## src/rtl/mem_bus_arbiter_pkg.sv

```systemverilog
// Shared memory-bus definitions: FSM state encoding, master ids, abort read value.
// Reused by the CPU and loader bus code as well as the arbiter.
package mem_bus_pkg;

  localparam int AW_DEF = 16;
  localparam int DW_DEF = 16;

  typedef enum logic [1:0] {
    ST_IDLE = 2'd0,
    ST_WAIT = 2'd1,
    ST_DONE = 2'd2
  } bus_state_e;

  typedef enum logic {
    M_CPU = 1'b0,
    M_DBG = 1'b1
  } master_id_e;

  // Read data returned to a master whose access was aborted by the watchdog
  localparam logic [DW_DEF-1:0] RD_ABORT_VAL = '1;

  function automatic master_id_e other_master(input master_id_e id);
    return (id == M_CPU) ? M_DBG : M_CPU;
  endfunction

endpackage

```

## src/rtl/mem_bus_arbiter_if.sv

```systemverilog
// Simple request/ready memory bus. The same bundle is used on the master links
// (arbiter is the slave) and on the memory link (arbiter is the master, req acts
// as the memory access strobe).
interface mem_bus_arbiter_if #(
  parameter int AW = 16,
  parameter int DW = 16
);
  logic          req;
  logic          we;
  logic [AW-1:0] addr;
  logic [DW-1:0] wdata;
  logic [DW-1:0] rdata;
  logic          ready;

  modport master (output req, we, addr, wdata, input  rdata, ready);
  modport slave  (input  req, we, addr, wdata, output rdata, ready);
endinterface

```

## src/rtl/mem_bus_arbiter_rr_arb2.sv

```systemverilog
// Two-way round-robin pick: a lone requester wins, on a tie the master that
// did not win last time gets the bus.
module rr_arb2
  import mem_bus_pkg::*;
(
  input  logic [1:0] i_req,
  input  master_id_e i_last,
  output master_id_e o_gnt,
  output logic       o_vld
);

  // Combinational winner selection
  always_comb begin
    o_vld = |i_req;
    o_gnt = M_CPU;
    case (i_req)
      2'b01:   o_gnt = M_CPU;
      2'b10:   o_gnt = M_DBG;
      2'b11:   o_gnt = other_master(i_last);
      default: o_gnt = M_CPU;
    endcase
  end

endmodule

```

## src/rtl/mem_bus_arbiter.sv

```systemverilog
// Shares the single-port memory between the CPU (m0) and the debug/loader
// master (m1). One access in flight, registered completion to the winner,
// watchdog abort if memory never answers.
module mem_bus_arbiter
  import mem_bus_pkg::*;
#(
  parameter int AW          = 16,
  parameter int DW          = 16,
  parameter int TIMEOUT_CYC = 255
) (
  input  logic              clk,
  input  logic              rst_n,
  mem_bus_arbiter_if.slave  m0,
  mem_bus_arbiter_if.slave  m1,
  mem_bus_arbiter_if.master mem,
  output logic              timeout_err
);

  localparam int CW = $clog2(TIMEOUT_CYC + 1);

  bus_state_e    r_state, w_state_nxt;
  master_id_e    r_last, r_win, w_gnt;
  logic          w_gnt_vld;
  logic          r_we;
  logic [AW-1:0] r_addr;
  logic [DW-1:0] r_wdata;
  logic [DW-1:0] r_rdata;
  logic [CW-1:0] r_cnt;
  logic          r_err;
  logic          w_last_wait;

  // r_cnt counts WAIT cycles already spent, so the current cycle is the
  // TIMEOUT_CYC-th one when r_cnt sits one below the limit.
  assign w_last_wait = (r_cnt == CW'(TIMEOUT_CYC - 1));
  assign timeout_err = r_err;

  rr_arb2 u_arb (
    .i_req  ({m1.req, m0.req}),
    .i_last (r_last),
    .o_gnt  (w_gnt),
    .o_vld  (w_gnt_vld)
  );

  // State register
  always_ff @(posedge clk or negedge rst_n) begin
    if (!rst_n) r_state <= ST_IDLE;
    else        r_state <= w_state_nxt;
  end

  // Next state and all bus outputs; outputs decode from registers only, so an
  // async reset drops the bus immediately.
  always_comb begin
    w_state_nxt = r_state;
    mem.req     = 1'b0;
    mem.we      = 1'b0;
    mem.addr    = '0;
    mem.wdata   = '0;
    m0.ready    = 1'b0;
    m0.rdata    = '0;
    m1.ready    = 1'b0;
    m1.rdata    = '0;
    case (r_state)
      ST_IDLE: begin
        if (w_gnt_vld) w_state_nxt = ST_WAIT;
      end
      ST_WAIT: begin
        mem.req   = 1'b1;
        mem.we    = r_we;
        mem.addr  = r_addr;
        mem.wdata = r_wdata;
        if (mem.ready || w_last_wait) w_state_nxt = ST_DONE;
      end
      ST_DONE: begin
        // No grant here: the DONE/IDLE bubble keeps ready a clean single pulse
        w_state_nxt = ST_IDLE;
        if (r_win == M_CPU) begin
          m0.ready = 1'b1;
          m0.rdata = r_rdata;
        end else begin
          m1.ready = 1'b1;
          m1.rdata = r_rdata;
        end
      end
      default: w_state_nxt = ST_IDLE;
    endcase
  end

  // Latch the winner's request at grant so live master inputs never reach memory
  always_ff @(posedge clk or negedge rst_n) begin
    if (!rst_n) begin
      r_last  <= M_DBG;
      r_win   <= M_CPU;
      r_we    <= 1'b0;
      r_addr  <= '0;
      r_wdata <= '0;
    end else if (r_state == ST_IDLE && w_gnt_vld) begin
      r_last <= w_gnt;
      r_win  <= w_gnt;
      if (w_gnt == M_CPU) begin
        r_we    <= m0.we;
        r_addr  <= m0.addr;
        r_wdata <= m0.wdata;
      end else begin
        r_we    <= m1.we;
        r_addr  <= m1.addr;
        r_wdata <= m1.wdata;
      end
    end
  end

  // Watchdog counter: cleared at grant, advances every WAIT cycle
  always_ff @(posedge clk or negedge rst_n) begin
    if (!rst_n)                                r_cnt <= '0;
    else if (r_state == ST_IDLE && w_gnt_vld)  r_cnt <= '0;
    else if (r_state == ST_WAIT)               r_cnt <= r_cnt + CW'(1);
  end

  // Completion data and sticky abort flag; a memory answer in the final
  // allowed cycle takes priority over the abort.
  always_ff @(posedge clk or negedge rst_n) begin
    if (!rst_n) begin
      r_rdata <= '0;
      r_err   <= 1'b0;
    end else if (r_state == ST_WAIT) begin
      if (mem.ready) begin
        r_rdata <= mem.rdata;
      end else if (w_last_wait) begin
        r_rdata <= {DW{1'b1}};
        r_err   <= 1'b1;
      end
    end
  end

endmodule

```

## src/flat_wrapper.sv

```systemverilog
// flat-port wrapper written by rule: the top's interface ports become plain ports
module mem_bus_arbiter_flat import mem_bus_pkg::*;
#(
  parameter int AW          = 16,
  parameter int DW          = 16,
  parameter int TIMEOUT_CYC = 255
)
  (clk, rst_n, timeout_err, m0_req, m0_we, m0_addr, m0_wdata, m0_rdata, m0_ready, m1_req, m1_we, m1_addr, m1_wdata, m1_rdata, m1_ready, mem_req, mem_we, mem_addr, mem_wdata, mem_rdata, mem_ready);
  mem_bus_arbiter_if #(.AW(AW), .DW(DW)) m0_i ();
  mem_bus_arbiter_if #(.AW(AW), .DW(DW)) m1_i ();
  mem_bus_arbiter_if #(.AW(AW), .DW(DW)) mem_i ();
  input  logic clk;
  input  logic rst_n;
  output logic timeout_err;
  input wire logic [$bits(m0_i.req)-1:0] m0_req;
  input wire logic [$bits(m0_i.we)-1:0] m0_we;
  input wire logic [$bits(m0_i.addr)-1:0] m0_addr;
  input wire logic [$bits(m0_i.wdata)-1:0] m0_wdata;
  output wire logic [$bits(m0_i.rdata)-1:0] m0_rdata;
  output wire logic [$bits(m0_i.ready)-1:0] m0_ready;
  input wire logic [$bits(m1_i.req)-1:0] m1_req;
  input wire logic [$bits(m1_i.we)-1:0] m1_we;
  input wire logic [$bits(m1_i.addr)-1:0] m1_addr;
  input wire logic [$bits(m1_i.wdata)-1:0] m1_wdata;
  output wire logic [$bits(m1_i.rdata)-1:0] m1_rdata;
  output wire logic [$bits(m1_i.ready)-1:0] m1_ready;
  output wire logic [$bits(mem_i.req)-1:0] mem_req;
  output wire logic [$bits(mem_i.we)-1:0] mem_we;
  output wire logic [$bits(mem_i.addr)-1:0] mem_addr;
  output wire logic [$bits(mem_i.wdata)-1:0] mem_wdata;
  input wire logic [$bits(mem_i.rdata)-1:0] mem_rdata;
  input wire logic [$bits(mem_i.ready)-1:0] mem_ready;
  assign m0_i.req = m0_req;
  assign m0_i.we = m0_we;
  assign m0_i.addr = m0_addr;
  assign m0_i.wdata = m0_wdata;
  assign m0_rdata = m0_i.rdata;
  assign m0_ready = m0_i.ready;
  assign m1_i.req = m1_req;
  assign m1_i.we = m1_we;
  assign m1_i.addr = m1_addr;
  assign m1_i.wdata = m1_wdata;
  assign m1_rdata = m1_i.rdata;
  assign m1_ready = m1_i.ready;
  assign mem_req = mem_i.req;
  assign mem_we = mem_i.we;
  assign mem_addr = mem_i.addr;
  assign mem_wdata = mem_i.wdata;
  assign mem_i.rdata = mem_rdata;
  assign mem_i.ready = mem_ready;
  mem_bus_arbiter #(.AW(AW), .DW(DW), .TIMEOUT_CYC(TIMEOUT_CYC)) u_core (.clk(clk), .rst_n(rst_n), .m0(m0_i), .m1(m1_i), .mem(mem_i), .timeout_err(timeout_err));
endmodule
```

## config.mk

```make
export PLATFORM = sky130hd
export DESIGN_NAME = mem_bus_arbiter_flat
export DESIGN_NICKNAME = d
export VERILOG_FILES = /design/src/rtl/mem_bus_arbiter_pkg.sv /design/src/rtl/mem_bus_arbiter_if.sv /design/src/rtl/mem_bus_arbiter_rr_arb2.sv /design/src/rtl/mem_bus_arbiter.sv /design/src/flat_wrapper.sv
export SDC_FILE = /design/constraint.sdc
export NUM_CORES = 1
export LEC_CHECK = 0
export CAP_MARGIN = 20
export CORE_MARGIN = 3
export CORE_UTILIZATION = 30
export CTS_BUF_LIST = sky130_fd_sc_hd__clkbuf_2 sky130_fd_sc_hd__clkbuf_4 sky130_fd_sc_hd__clkbuf_8
export DETAILED_ROUTE_END_ITERATION = 8
export PLACE_DENSITY = 0.68
export RECOVER_POWER = 50
export SETUP_SLACK_MARGIN = 0.1
export SLEW_MARGIN = 30
export SYNTH_ARGS = -nofsm -noshare
export SYNTH_HDL_FRONTEND = slang
export SYNTH_SLANG_ARGS = --single-unit
```

## constraint.sdc

```tcl
create_clock -name clk -period 5.1 [get_ports clk]
set_clock_uncertainty 0.15 [all_clocks]
set_input_delay 1.02 -clock clk [delete_from_list [all_inputs] [get_ports clk]]
set_output_delay 1.02 -clock clk [all_outputs]
set_load 0.01 [all_outputs]
```

Word-level counts from Yosys, hierarchy flattened
Index checks and enable logic that the tools add are counted.
{ "word_totals": {"reg_bits": 62, "latch_bits": 0, "ram_bits": 0, "mem_bits_ro": 0, "inputBits": 87, "output_inout_bits": 69, "wordCells": 51, "mem_count": 0} }
{ "classes": {"add_sub_neg": 1, "multipliers": 0, "div": 0, "order_cmp": 0, "n_eq_ne": 7, "shifts": 0, "mux": 24, "bitwise": 1, "n_reduce_logical": 9} }
{ "op_table": {"columns": ["operator", "n"], "rows": [
  ["2-to-1 mux 16 bit", 10],
  ["2-to-1 mux 8 bit", 2],
  ["adder 8 x 1 -> 8 bit (second input constant)", 1],
  ["== test 8 bit (second input constant)", 1],
  ["2-to-1 mux 1 bit", 8],
  ["== test 2 bit (second input constant)", 3],
  ["2-to-1 mux 2 bit", 2],
  ["!= test 2 x 1 -> 1 bit (second input constant)", 2],
  ["one-hot mux 2 bit (2 select lines)", 1],
  ["AND reduction 2 bit", 2],
  ["nonzero test 2 bit", 2],
  ["AND reduction 3 bit", 1],
  ["== test 2 x 1 -> 1 bit (second input constant)", 1],
  ["logical NOT 2 bit", 1],
  ["one-hot mux 1 bit (2 select lines)", 1],
  ["OR reduction 2 bit", 1],
  ["logical AND 1 bit", 1],
  ["logical OR 1 bit", 1],
  ["inverter 1 bit", 1]
]} }

Depth between registers and ports, before layout
Gate-level depths: netlist of run 1.
{ "depth": {"ltp_word": 4, "ltp_mapped": 6, "ltp_nobuf": 4} }

Hierarchy
From an unflattened synthesis of run 1, not the netlist that was laid out.
{ "unflattened": {"hier_cells": 349, "area_unflattened_um2": 3299.4} }
{ "by_module_without_submodules": {"columns": ["module", "instances", "cells_each", "area_per_inst_um2", "seq_area_each_um2"], "rows": [
  ["mem_bus_arbiter", 1, 347, 3285.7, 1552.7],
  ["rr_arb2", 1, 2, 13.8, 0.0]
]} }

Worst setup path before layout of run 1
No wires, ideal clock.
{ "synth_timing": {"kind": "register to output", "start": "register u_core.r_state[0]", "end": "output m1_rdata[10]", "t_arrival_ns": 1.267, "required_ns": 3.930, "setup_slack_ns": 2.663, "path_stages_with_launch": 5, "n_path_buf": 2, "cell_sequence": "dfrtp_1 > and3b_1 > clkbuf_1 > clkbuf_1 > and2_1"} }
{ "synth_via": {"elab_chain_len": 2} }
{ "synth_rtl": {"columns": ["element", "line_no", "text"], "rows": [
  ["start: declaration", "mem_bus_arbiter.sv:21", "bus_state_e r_state, w_state_nxt;"],
  ["start signal: assignment", "mem_bus_arbiter.sv:47", "else r_state <= w_state_nxt;"],
  ["== test 2 bit", "mem_bus_arbiter.sv:62", "case (r_state)"],
  ["2-to-1 mux 16 bit", "mem_bus_arbiter.sv:62", null],
  ["end: declaration", "flat_wrapper.sv:25", "output wire logic [$bits(m1_i.rdata)-1:0] m1_rdata;"]
]} }
No other way between the ends.

==> reports/results.tsv, run 1 <==
stage	metric	value	unit
outcome	status	complete, but fails checks	
power	switching share of total power	0.318	
critical_path	crit path cell chain	clkbuf_1 > clkbuf_1	
logic_synthesis	Netlist cell types	34	
power	combinational share of power	0.455	
power	VDD IR max	0.192	mV
global_route	initial antenna violation count	0	
job	Max-Cap Viols	2	
clocking	root buf cell	clkbuf_8	
logic_synthesis	Post-Syn Nets	396	
layout	most frequent cells in the layout	151 x clkdlybuf4s50_1, 65 x and2_1, 61 x dfrtp_1, 39 x mux2_2	
layout	Ant. Diodes	0	
min_path	Hold Path Class	reg2reg	
logic_synthesis	Post-Synthesis Cell Area	3530	um2
die	Initial Util	0.316	
detailed_routing	Iter 0 DRT Violations	115	
global_route	first-pass GRT wire length	14600	um
logic_synthesis	Ys Warns	0	
placement	Placer Congestion	0.770	
power	Reg power frac	0.334	
placement	Place WS	1.79	ns
clocking	buffer count from post-CTS setup fixing	0	
placement	Area after DPL	5150	um2
clocking	CTS H-tree lvls	3	
sta	setup ws final	1.38	ns
die	die height	114	um
critical_path	Most Frequent Cell on Critical Path	clkbuf_1	
detailed_routing	DRC Markers	0	
sta	max-slew violations	83	
logic_synthesis	Mean Syn Cell Area	11.5	um2
die	die area	13100	um2
placement	hpwl dp	6390	um
layout	most common cell after layout, fill and taps aside	clkdlybuf4s50_1	
logic_synthesis	cell taking the most area after synthesis	dfrtp_1	
sta	Tightest Pin Transition	2.40	ns
die	row cnt	38	
power	Power, Total	2.60	mW
detailed_routing	drt pass-1 iters	4	
layout	fill cell count	1056	
logic_synthesis	number of synthesized register bits	62	
power	leakage power figure	2.21	nW
clocking	TritonCTS clock tree	done	
layout	multi-input logic area	1750	um2
power	pwr/cell area	489	nW/um2
clocking	Clk pin slew, worst setup/hold paths	0.07	ns
outcome	failing checks	max-capacitance violations, max-slew violations	
layout	Sequential Area	1550	um2
detailed_routing	vias per cell	4.67	
logic_synthesis	Area contributors post-synth	dfrtp_1 43%, mux2_2 12%, mux2_4 12%	
sta	Final setup viols	0	
logic_synthesis	Gate Count Post-Synth	307	
critical_path	Worst Path Required	4.88	ns
clocking	Clock Latency Late Sink	0.33	ns
layout	Finished Cell Area	5320	um2
logic_synthesis	sequential area share after synthesis	0.440	
detailed_routing	WL per Instance	14.9	um
global_route	vias in the first global route	3015	
placement	placed cells	585	
logic_synthesis	Post-synth top flop	dfrtp_1	
power	Sw Pwr	827	uW
critical_path	critical path peak fanout	45	
sta	setup TNS	0	ns
critical_path	CP Buf/Inv Count	2	
power	clock share of power	0.212	
clocking	hold-fix buffers at CTS	0	
detailed_routing	Routed WL	8960	um
sta	RSZ-0062 raised after global routing	no	
layout	share of layout cells above drive strength 1	0.163	
critical_path	crit start category	input port	
global_route	GRT Resource Usage Total	0.141	
power	Power Internal	1.77	mW
sta	final hold violation count	0	
critical_path	CP Capture Type	async pin	
clocking	CTS Buf Count	9	
critical_path	CP delay by family, top	buffers and inverters	
sta	top achievable clock speed	0.269	GHz
die	Ports	156	
detailed_routing	via count	2807	
layout	non-filler cells, final	601	
logic_synthesis	ys async rst share	1.00	
die	Die Wd	114	um
critical_path	slowest CP cell	clkbuf_1	
global_route	GRT overflow	0	
logic_synthesis	Synth top area share	0.433	
sta	Period minus WS final	3.72	ns
clocking	clock buffer depth	2	
critical_path	worst path arrival time	3.51	ns
detailed_routing	post-route ant nets	0	
placement	Port Buffers	155	
sta	relative slew slack	-0.602	
critical_path	Critical Path Max Stage Delay	1.78	ns
logic_synthesis	Post-synth EDFFs	0	
layout	Area growth syn-to-layout	50.9	%
layout	final net count	545	
die	core area	11200	um2
global_route	pin count of the biggest net entering global routing	58	
sta	final cycle utilization of the critical path	0.730	
critical_path	WS Path Type	in2async	
clocking	cts repair resizes	0	
clocking	CTS Sinks	62	
-- final timing paths --
path | from | to | slack [ns] | cells after the start
setup / recovery | rst_n | u_core.r_wdata[0] | 1.38 | 2
hold / removal | u_core.r_cnt[6] | u_core.r_cnt[6] | 0.31 | 1
setup reg to reg | u_core.r_state[0] | u_core.r_wdata[10] | 1.99 | 3
hold reg to reg | u_core.r_cnt[6] | u_core.r_cnt[6] | 0.31 | 1
max in group clk | m1_req | u_core.r_wdata[10] | 1.39 | 4
min in group asynchronous | rst_n | u_core.r_rdata[2] | 0.66 | 1
-- cell usage after synthesis, drive strengths merged, types with 2 or more instances --
cell type	count
inv	3
nor2	18
dfrtp	61
mux2i	5
o21ai	10
buf	10
nand2	2
mux2	68
and3	2
nand4	4
o22ai	16
ha	2
a21oi	17
and2	65
clkbuf	10
nand3b	2
-- metrics by stage --
| step | hold WS [ns] | util |
|---|---|---|
| 4_1_cts | 0.316 | 0.484 |
| 2_1_floorplan | 0.282 | - |
| 6_report | 0.314 | 0.476 |
| 5_1_grt | 0.348 | 0.476 |
| 3_3_place_gp | 0.302 | 0.459 |
| 3_5_place_dp | 0.306 | 0.461 |
-- cell families after synthesis --
family                   share of synthesized area
AO/OA/AOI/OAI                               0.0767
flip-flops                                   0.440
AND/OR/NAND/NOR                              0.171
multiplexers                                 0.262
adder cells (fa/ha/maj)                    0.00710
buffers and inverters                       0.0422
-- layout make-up --
class                           instances  share of cell area
Clock buffer                           13              0.0313
Clock inverter                          3              0.0169
Inverter                                3             0.00212
Multi-Input combinational cell        222               0.330
Sequential cell                        62               0.292
Tap cell                              140              0.0329
Timing Repair Buffer                  158               0.295
-- state kept, by name, indices dropped and copies added (netlist names) --
name and count:
u_core.r_we 1, u_core.r_wdata 16, u_core.r_last 1, u_core.r_addr 16, u_core.timeout_err 1, u_core.r_win 1, u_core.r_cnt 8, u_core.r_state 2
u_core.r_rdata 16
-- per-layer routing --
| metal | share of wire | global-route usage | vias up |
|---|---|---|---|
| met4 | 0.0093 | 0.0491 | 0 |
| met5 | 0 | 0 | - |
| met3 | 0.087 | 0.0476 | 8 |
| met1 | 0.41 | 0.167 | 1319 |
| li1 | - | - | 1368 |
| met2 | 0.49 | 0.237 | 112 |
-- power groups by stage --
stage | clock network (mW) | logic [mW] | registers (mW)
6_report | 0.551 | 1.18 | 0.867
5_1_grt | 0.592 | 1.29 | 0.902
4_1_cts | 0.568 | 1.29 | 0.874
3_5_place_dp | 0 | 1.29 | 0.876
3_3_place_gp | 0 | 1.26 | 0.871
2_1_floorplan | 0 | 0.847 | 0.826
(Power assumes the default switching activity.)
==> run 2: changes to the inputs <==
Clock period 5.1 ns to 3.6 ns, I/O delays scaled along.
==> run 2 against run 1 <==
Against the previous run:
- the flow still finishes with violations (max-capacitance violations, max-slew violations)
- count of clock-buffer cells in the layout down 1
- die area unchanged
- total power up 42%
- critical path depth up 2
- combinational power up 49%
- largest cell class unchanged
- largest power group unchanged
- highest routed layer unchanged
==> reports/results.tsv, run 2 (synthesized netlist as in run 1, its figures left out) <==
stage	metric	value	unit
sta	Tightest Pin Transition	2.55	ns
die	core area	11200	um2
detailed_routing	DRC Markers	0	
critical_path	WS Path Type	reg2out	
placement	placed cells	588	
sta	Period minus WS final	3.09	ns
clocking	root buf cell	clkbuf_8	
clocking	Clock Latency Late Sink	0.33	ns
sta	max-slew violations	49	
layout	Ant. Diodes	0	
global_route	GRT overflow	0	
clocking	CTS H-tree lvls	3	
min_path	hold_sp	u_core.r_addr[7]	
power	pwr/cell area	691	nW/um2
sta	Final setup viols	0	
detailed_routing	post-route ant nets	0	
critical_path	Critical Path Max Stage Delay	0.56	ns
sta	RSZ-0062 raised after global routing	no	
layout	final net count	548	
power	Power, Total	3.69	mW
critical_path	Worst Path Required	2.73	ns
outcome	status	complete, but fails checks	
die	Ports	156	
layout	Sequential Area	1550	um2
sta	setup ws final	0.506	ns
placement	Port Buffers	155	
die	Initial Util	0.316	
global_route	pin count of the biggest net entering global routing	49	
layout	multi-input logic area	1790	um2
critical_path	r2r endpoint	u_core.r_wdata[12]	
layout	share of layout cells above drive strength 1	0.190	
clocking	cts repair resizes	0	
sta	top achievable clock speed	0.323	GHz
die	die height	114	um
critical_path	FF-to-FF setup slack	1.06	ns
layout	most common cell after layout, fill and taps aside	clkdlybuf4s50_1	
outcome	failing checks	max-capacitance violations, max-slew violations	
critical_path	slowest CP cell	clkdlybuf4s50_1	
global_route	vias in the first global route	2976	
critical_path	CP Capture Type	output pin	
clocking	TritonCTS clock tree	done	
min_path	Hold Path Class	reg2reg	
clocking	CTS Sinks	62	
sta	final cycle utilization of the critical path	0.859	
sta	setup TNS	0	ns
detailed_routing	WL per Instance	15.1	um
job	Max-Cap Viols	1	
die	Die Wd	114	um
min_path	hold path cells	1	
sta	relative slew slack	-0.702	
detailed_routing	drt pass-1 iters	4	
clocking	clock buffer depth	2	
layout	non-filler cells, final	604	
layout	Area growth syn-to-layout	51.5	%
global_route	first-pass GRT wire length	14700	um
placement	Placer Congestion	0.756	
die	die area	13100	um2
detailed_routing	vias per cell	4.75	
critical_path	worst path arrival time	2.22	ns
critical_path	Worst R2R Path Depth	3	
detailed_routing	Iter 0 DRT Violations	96	
clocking	Clk pin slew, worst setup/hold paths	0.07	ns
clocking	hold-fix buffers at CTS	0	
clocking	buffer count from post-CTS setup fixing	0	
clocking	CTS Buf Count	9	
power	leakage power figure	2.24	nW
critical_path	critical path peak fanout	41	
placement	hpwl dp	6640	um
detailed_routing	via count	2866	
sta	final hold violation count	0	
die	row cnt	38	
critical_path	crit path cell chain	nand2b_1 > inv_2 > and2_1 > clkdlybuf4s50_1	
layout	most frequent cells in the layout	151 x clkdlybuf4s50_1, 65 x and2_1, 61 x dfrtp_1, 39 x mux2_2, 23 x mux2_4	
layout	fill cell count	1077	
critical_path	crit start category	flop	
layout	Regs by FF count	u_core.r_addr (16), u_core.r_rdata (16), u_core.r_wdata (16)	
critical_path	CP delay by family, top	buffers and inverters	
global_route	GRT Resource Usage Total	0.140	
power	VDD IR max	0.242	mV
critical_path	launch point of the worst reg-to-reg path	u_core.r_state[1]	
placement	Place WS	0.780	ns
detailed_routing	Routed WL	9120	um
min_path	hold endpoint	u_core.r_addr[7]	
critical_path	CP Buf/Inv Count	2	
layout	Finished Cell Area	5340	um2
global_route	initial antenna violation count	0	
placement	Area after DPL	5160	um2
[run 2: cell count changes in the layout (fill, tap and decap cells not counted), sizes merged]
| cell | change |
|---|---|
| bufinv | -1 |
| clkinv | +2 |
| buf | +2 |
[run 2: power breakdown]
group	leakage (nW)	switching, mW	total, mW	internal (mW)
Combinational	1.37	0.709	1.76	1.05
Sequential	0.752	0.218	1.24	1.02
Clock	0.117	0.266	0.688	0.422
[run 2: area by class of cell]
class / count / share of cell area
multi-input combinational: 222 / 0.336
timing repair buffer: 161 / 0.297
sequential: 62 / 0.291
tap: 140 / 0.0328
clock buffer: 12 / 0.0286
clock inverter: 4 / 0.0131
inverter: 3 / 0.00211
[run 2: worst max path at each step]
| stage | start | end | cells past startpoint |
|---|---|---|---|
| 4_1_cts | u_core.r_state[1] | mem_addr[4] | 4 |
| 3_3_place_gp | m0_req | u_core.r_wdata[10] | 4 |
| 3_5_place_dp | m0_req | u_core.r_wdata[10] | 4 |
| 5_1_grt | rst_n | u_core.r_we | 1 |
| 2_1_floorplan | u_core.r_state[0] | m1_rdata[10] | 4 |
| 6_report | u_core.r_state[1] | mem_addr[9] | 4 |
[run 2: metal layers]
layer / routed length, um / track usage / share of wire / vias to the layer above
met3: 731 / 0.0418 / 0.080 / 14
met4: 174 / 0.0554 / 0.019 / 0
met5: 0 / 0 / 0 / -
met2: 4380 / 0.229 / 0.48 / 113
li1: - / - / - / 1368
met1: 3840 / 0.172 / 0.42 / 1371
[run 2: metrics by stage]
stage	util	hold slack, ns
floorplan	-	0.274
global placement	0.462	0.306
detailed placement	0.462	0.328
CTS	0.482	0.263
global route	0.478	0.353
finish	0.478	0.333
==> patch 1: new RTL, settings of run 1 <==
Re-encode `bus_state_e` (3 states) as one-hot, 3 bits wide.
--- a/src/rtl/mem_bus_arbiter_pkg.sv
+++ b/src/rtl/mem_bus_arbiter_pkg.sv
@@ -5,10 +5,10 @@
   localparam int AW_DEF = 16;
   localparam int DW_DEF = 16;
 
-  typedef enum logic [1:0] {
-    ST_IDLE = 2'd0,
-    ST_WAIT = 2'd1,
-    ST_DONE = 2'd2
+  typedef enum logic [2:0] {
+    ST_IDLE = 3'b001,
+    ST_WAIT = 3'b010,
+    ST_DONE = 3'b100
   } bus_state_e;
 
   typedef enum logic {
Behaviour: no difference found for any inputs over 10 cycles, from zero or initial values and one cycle with rst_n low; not proved beyond that.
==> patch 1 against run 1 <==
  * Wire length grew 0.52%
  * Sequential cell count is 1 higher
  * Setup slack got worse by 520 ps
  * Cell count grew 2.2%
  * Area after synthesis decreased by 3.5%
  * Total power down 15%
  * Design area rose by 0.56%
  * Sequential power up 0.9%
  * Synthesized cell count is 3.3% higher
  * Critical path type is now primary input to register
  * Highest routed layer unchanged
  * The flow still finishes with violations (capacitance limit, slew limit)
  * Largest cell class unchanged
  * Non-clock buffer count rose by 3
==> patch 1: results (changes against run 1) <==
status=complete, but fails checks; final slew viol count=88 (+6.0%); pin slew with the least headroom to its limit=3300 ps (+898 ps); dominant cells by area after synthesis=dfrtp_1 45%, mux2_2 22%, and2_1 12%, a21oi_1 3.5%, o22ai_1 2.9%; worst reg-to-reg setup slack=1050 ps (-940 ps); nets@finish=558 (+2.4%); Non-CTS buffers=161 (+1.9%); non-clk buf share=30.3% (+0.82 points); via count=2,867 (+2.1%); failing checks=capacitance limit, slew limit; hold wc startpoint=u_core.r_wdata[9]$_DFFE_PN0P_; 1st-iter DRT viols=85 (-26%); RR Startpoint=u_core.r_state[0]$_DFFE_PN1P_; syn_nets=406 (+2.5%); ClkCell Share=3.97% (-0.85 points); final WL=9010 um (+0.52%); Final HPWL DP=6640 um (+3.9%); RePlAce Congestion=0.721 (-6.3%); Maximum Capacitance Violations=2 (unchanged); number of vias per cell=4.67 (about the same); placed cell count=598 (+2.2%); #MultiIn Comb=215 (-3.2%); Peak VDD IR=0.184 mV (-4.0%); layout cell share with drive strength beyond 1=19.8% (+3.6 points); GRT met3 Usage=4.53% (-0.23 points); met1 Use GR=17.9% (+1.2 points); gr usage total=14.4% (+0.35 points); largest net degree at the start of global routing=64 (+10%); vias in the first global route=3,011 (-0.13%); invs w/o clock=19 (+16); Seq/Total Area, Yosys=46.4% (+2.4 points); Post-synth top cells=66 x mux2_2, 65 x and2_1, 61 x dfrtp_1, 24 x a21oi_1, 19 x inv_1; post-place instance area=5180 um^2 (+0.73%)
[patch 1: report_power, final]
group          switching, W  leakage [nW]  internal, W
Clock              0.000187         0.113     0.000270
Sequential         0.000154         0.785     0.000721
Combinational      0.000353          1.24     0.000519
Total              0.000695          2.14      0.00151
[patch 1: worst max-delay path: stages]
cell	delay, ps
dlygate4sd3_1	560
nor2_1	70
nor2_1	1290
clkbuf_1	920
mux2_2	430
[patch 1: kinds of logic after synthesis]
logic type               count (synthesis)  share of synthesized area [%]
flip-flops                              63                           46.4
AO/OA/AOI/OAI                           51                           8.71
AND/OR/NAND/NOR                         95                           17.3
multiplexers                            66                           21.8
XOR/XNOR                                 1                          0.257
buffers and inverters                   39                           4.78
adder cells (fa/ha/maj)                  2                          0.735
[patch 1: final timing paths]
check                                                  to  cells past startpoint
min in group asynchronous   u_core.r_rdata[6]$_DFFE_PN0P_                      2
min reg2reg                 u_core.r_wdata[9]$_DFFE_PN0P_                      1
min                         u_core.r_wdata[9]$_DFFE_PN0P_                      1
max                        u_core.r_wdata[13]$_DFFE_PN0P_                      5
max reg2reg                u_core.r_wdata[13]$_DFFE_PN0P_                      4
max in group asynchronous  u_core.r_wdata[11]$_DFFE_PN0P_                      2
[patch 1: metal layers]
metal | part of all wire [%] | routed length [um]
met1 | 43 | 3840
met2 | 50 | 4480
met3 | 6.7 | 606
met4 | 0.86 | 77
met5 | 0 | 0
[patch 1: metrics by stage]
stage | power [W] | hold WS (ps) | setup WS, ps
after global routing | 0.00237 | 356 | 439
final | 0.00221 | 346 | 858
after global placement | 0.00172 | 315 | 1470
after floorplan | 0.00140 | 322 | 2400
after detailed placement | 0.00179 | 337 | 1280
after CTS | 0.00227 | 352 | 904
==> patch 2: new RTL, flow settings as in run 1 <==
Without the edit above. `AW` is set to 16 in 3 places; all go to 15.
--- a/src/rtl/mem_bus_arbiter_if.sv
+++ b/src/rtl/mem_bus_arbiter_if.sv
@@ -2,7 +2,7 @@
 // (arbiter is the slave) and on the memory link (arbiter is the master, req acts
 // as the memory access strobe).
 interface mem_bus_arbiter_if #(
-  parameter int AW = 16,
+  parameter int AW = 15,
   parameter int DW = 16
 );
   logic          req;
--- a/src/rtl/mem_bus_arbiter.sv
+++ b/src/rtl/mem_bus_arbiter.sv
@@ -4,7 +4,7 @@
 module mem_bus_arbiter
   import mem_bus_pkg::*;
 #(
-  parameter int AW          = 16,
+  parameter int AW          = 15,
   parameter int DW          = 16,
   parameter int TIMEOUT_CYC = 255
 ) (
--- a/src/flat_wrapper.sv
+++ b/src/flat_wrapper.sv
@@ -1,7 +1,7 @@
 // flat-port wrapper written by rule: the top's interface ports become plain ports
 module mem_bus_arbiter_flat import mem_bus_pkg::*;
 #(
-  parameter int AW          = 16,
+  parameter int AW          = 15,
   parameter int DW          = 16,
   parameter int TIMEOUT_CYC = 255
 )
Ports: changed (resized m0_addr, m1_addr and mem_addr); port bits go from 156 to 153. The function was not compared with the original's and may differ.
==> patch 2 against run 1 <==
  * The run still ends with capacitance limit, slew limit left
  * Setup slack gained 120 ps
  * Design area shrank 1.4%
  * Global-route usage is essentially flat
  * Count of clock-buffer cells in the layout is the same
  * Area after synthesis shrank 3.0%
  * Wire length grew 1.5%
  * Combinational power shrank 5%
  * Sequential cell count shrank 1
  * Worst hold slack gained 15 ps
  * Clock power grew 2%
  * Total power shrank 2.3%
  * Cell count shrank 0.83%
  * Critical path depth grew 2
  * Critical path type is now primary input to register
  * Critical endpoint is now u_core.r_wdata[10]$_DFFE_PN0P_
==> patch 2: results (changes against run 1) <==
proportion of synthesized area in mux cells=25.3% (-0.94 points); 1st-iter DRT viols=64 (-44%); syn_nets=390 (-1.5%); Hold Path Depth=1 (unchanged); WHS Endpoint=u_core.timeout_err$_DFFE_PN0P_; Peak VDD IR=0.240 mV (+25%); RePlAce Congestion=0.755 (-1.9%); dominant cells by area after synthesis=dfrtp_1 44%, and2_1 12%, mux2_2 9.5%, mux2_4 8.3%, mux2_1 5.9%; nets@finish=538 (-1.3%); hold wc startpoint=u_core.timeout_err$_DFFE_PN0P_; Seq/Total Area, Yosys=44.7% (+0.64 points); status=complete, but fails checks; n_diodes=0 (unchanged); final WL=9090 um (+1.5%); Post-Synth Adder-Cell Area=0.732% (+0.022 points); first-pass GRT wire length=14,400 um (-1.6%); Setup Fix Bufs, Post-CTS=0 (unchanged); ys async rst share=100% (unchanged); I/O Buffers=152 (-1.9%); via count=2,825 (+0.64%); r2r endpoint=u_core.r_wdata[10]$_DFFE_PN0P_; H-Tree Depth=3 (unchanged); Compound-Gate Fraction of Synth Area=8.12% (+0.46 points); Regs by FF count=u_core.r_rdata (16), u_core.r_wdata (16), u_core.r_addr (15); Sw Share=32.2% (+0.43 points); worst reg-to-reg setup slack=2180 ps (+190 ps); Longest Clk Path Bufs=2 (unchanged); largest net degree at the start of global routing=62 (+6.9%); delay-heaviest family, CP=simple AND/OR/NAND/NOR gates; Post-CTS Resized=0 (unchanged); Slowest-stage cell, CP=nor2_2; gr usage total=14.1% (about the same); RR Startpoint=u_core.r_state[0]$_DFFE_PN0P_; critical path peak fanout=35 (-22%); final slew viol count=36 (-57%); failing checks=capacitance limit, slew limit; clock-pin slew on the worst setup and hold paths=70 ps (about the same); Hold Path Class=register to register; minimum hold slack=329 ps (+14.8 ps); Final HPWL DP=6480 um (+1.4%); router iterations before antenna repair=5 (+1); Slew HR=-22.8% (+37 points); Post-synth top cells=64 x and2_1, 60 x dfrtp_1, 29 x mux2_2, 19 x mux2_4, 18 x mux2_1; clock root buffer=clkbuf_8; Pleak=2.17 nW (-2.0%); vias in the first global route=2,900 (-3.8%); layout cell share with drive strength beyond 1=12.5% (-3.8 points); slowest stage delay, CP=1400 ps (-380 ps); Maximum Capacitance Violations=1 (-1)
[patch 2: cell count changes in the layout (fill, tap and decap cells not counted), moves of 2 or more]
cell                    run 1  this run
clkbuf_1                    2         0
mux2_2                     39        29
mux2_1                     17        36
mux2_4                     12         1
buf_4                       1         3
clkdlybuf4s50_1           151       148
[patch 2: cells by family after synthesis]
group | after synthesis
and+or+nand+nor | 99
muxes | 71
DFF | 61
AOI/OAI and AO/OA | 47
buffers and inverters | 23
adders and majority gates | 2
[patch 2: metrics by stage]
| stage | cells | setup WS, ps | area [um^2] |
|---|---|---|---|
| floorplan | 303 | 2650 | 3420 |
| global placement | 578 | 1680 | 5030 |
| detailed placement | 580 | 1820 | 5070 |
| CTS | 596 | 1490 | 5330 |
| global route | 596 | 1300 | 5250 |
| finish | 596 | 1490 | 5250 |
[patch 2: worst max path at each step]
stage / depth (start not counted) / from / end
2_1_floorplan: 4 / u_core.r_state[0]$_DFFE_PN0P_ / m1_rdata[10]
3_3_place_gp: 4 / m1_req / u_core.r_wdata[15]$_DFFE_PN0P_
3_5_place_dp: 4 / mem_ready / u_core.r_rdata[2]$_DFFE_PN0P_
4_1_cts: 3 / u_core.r_state[0]$_DFFE_PN0P_ / m0_rdata[12]
5_1_grt: 4 / m0_req / u_core.r_wdata[12]$_DFFE_PN0P_
6_report: 4 / m0_req / u_core.r_wdata[10]$_DFFE_PN0P_
[patch 2: routing by layer]
metal	vias up	GRT usage, %	share of wire, %
met3	9	4.87	6.6
met5	-	0	0
li1	1350	-	-
met4	0	3.37	0.84
met1	1366	16.2	41
met2	100	25.2	51
[patch 2: power by group through the flow]
stage,Clock (W),Combinational [W],Sequential [W]
finish,0.000560,0.00112,0.000856
global route,0.000599,0.00124,0.000885
CTS,0.000575,0.00124,0.000861
detailed placement,0,0.00124,0.000864
global placement,0,0.00120,0.000856
floorplan,0,0.000765,0.000814
[patch 2: cell type report]
class	instances	area (um^2)
clock inverters	3	90.1
fillers	1050	5740
flip-flops and latches	61	1530
inverters	3	11.3
clock buffers	13	173
multi-input cells	219	1690
well taps	140	175
repair buffers	157	1580
[patch 2: worst register-to-register path: cells and delay by family, from the launching register on]
| family | cells | cell delay (ps) |
|---|---|---|
| flip-flops | 1 | 470 |
| multiplexers | 1 | 470 |
| AND/OR/NAND/NOR | 2 | 1730 |
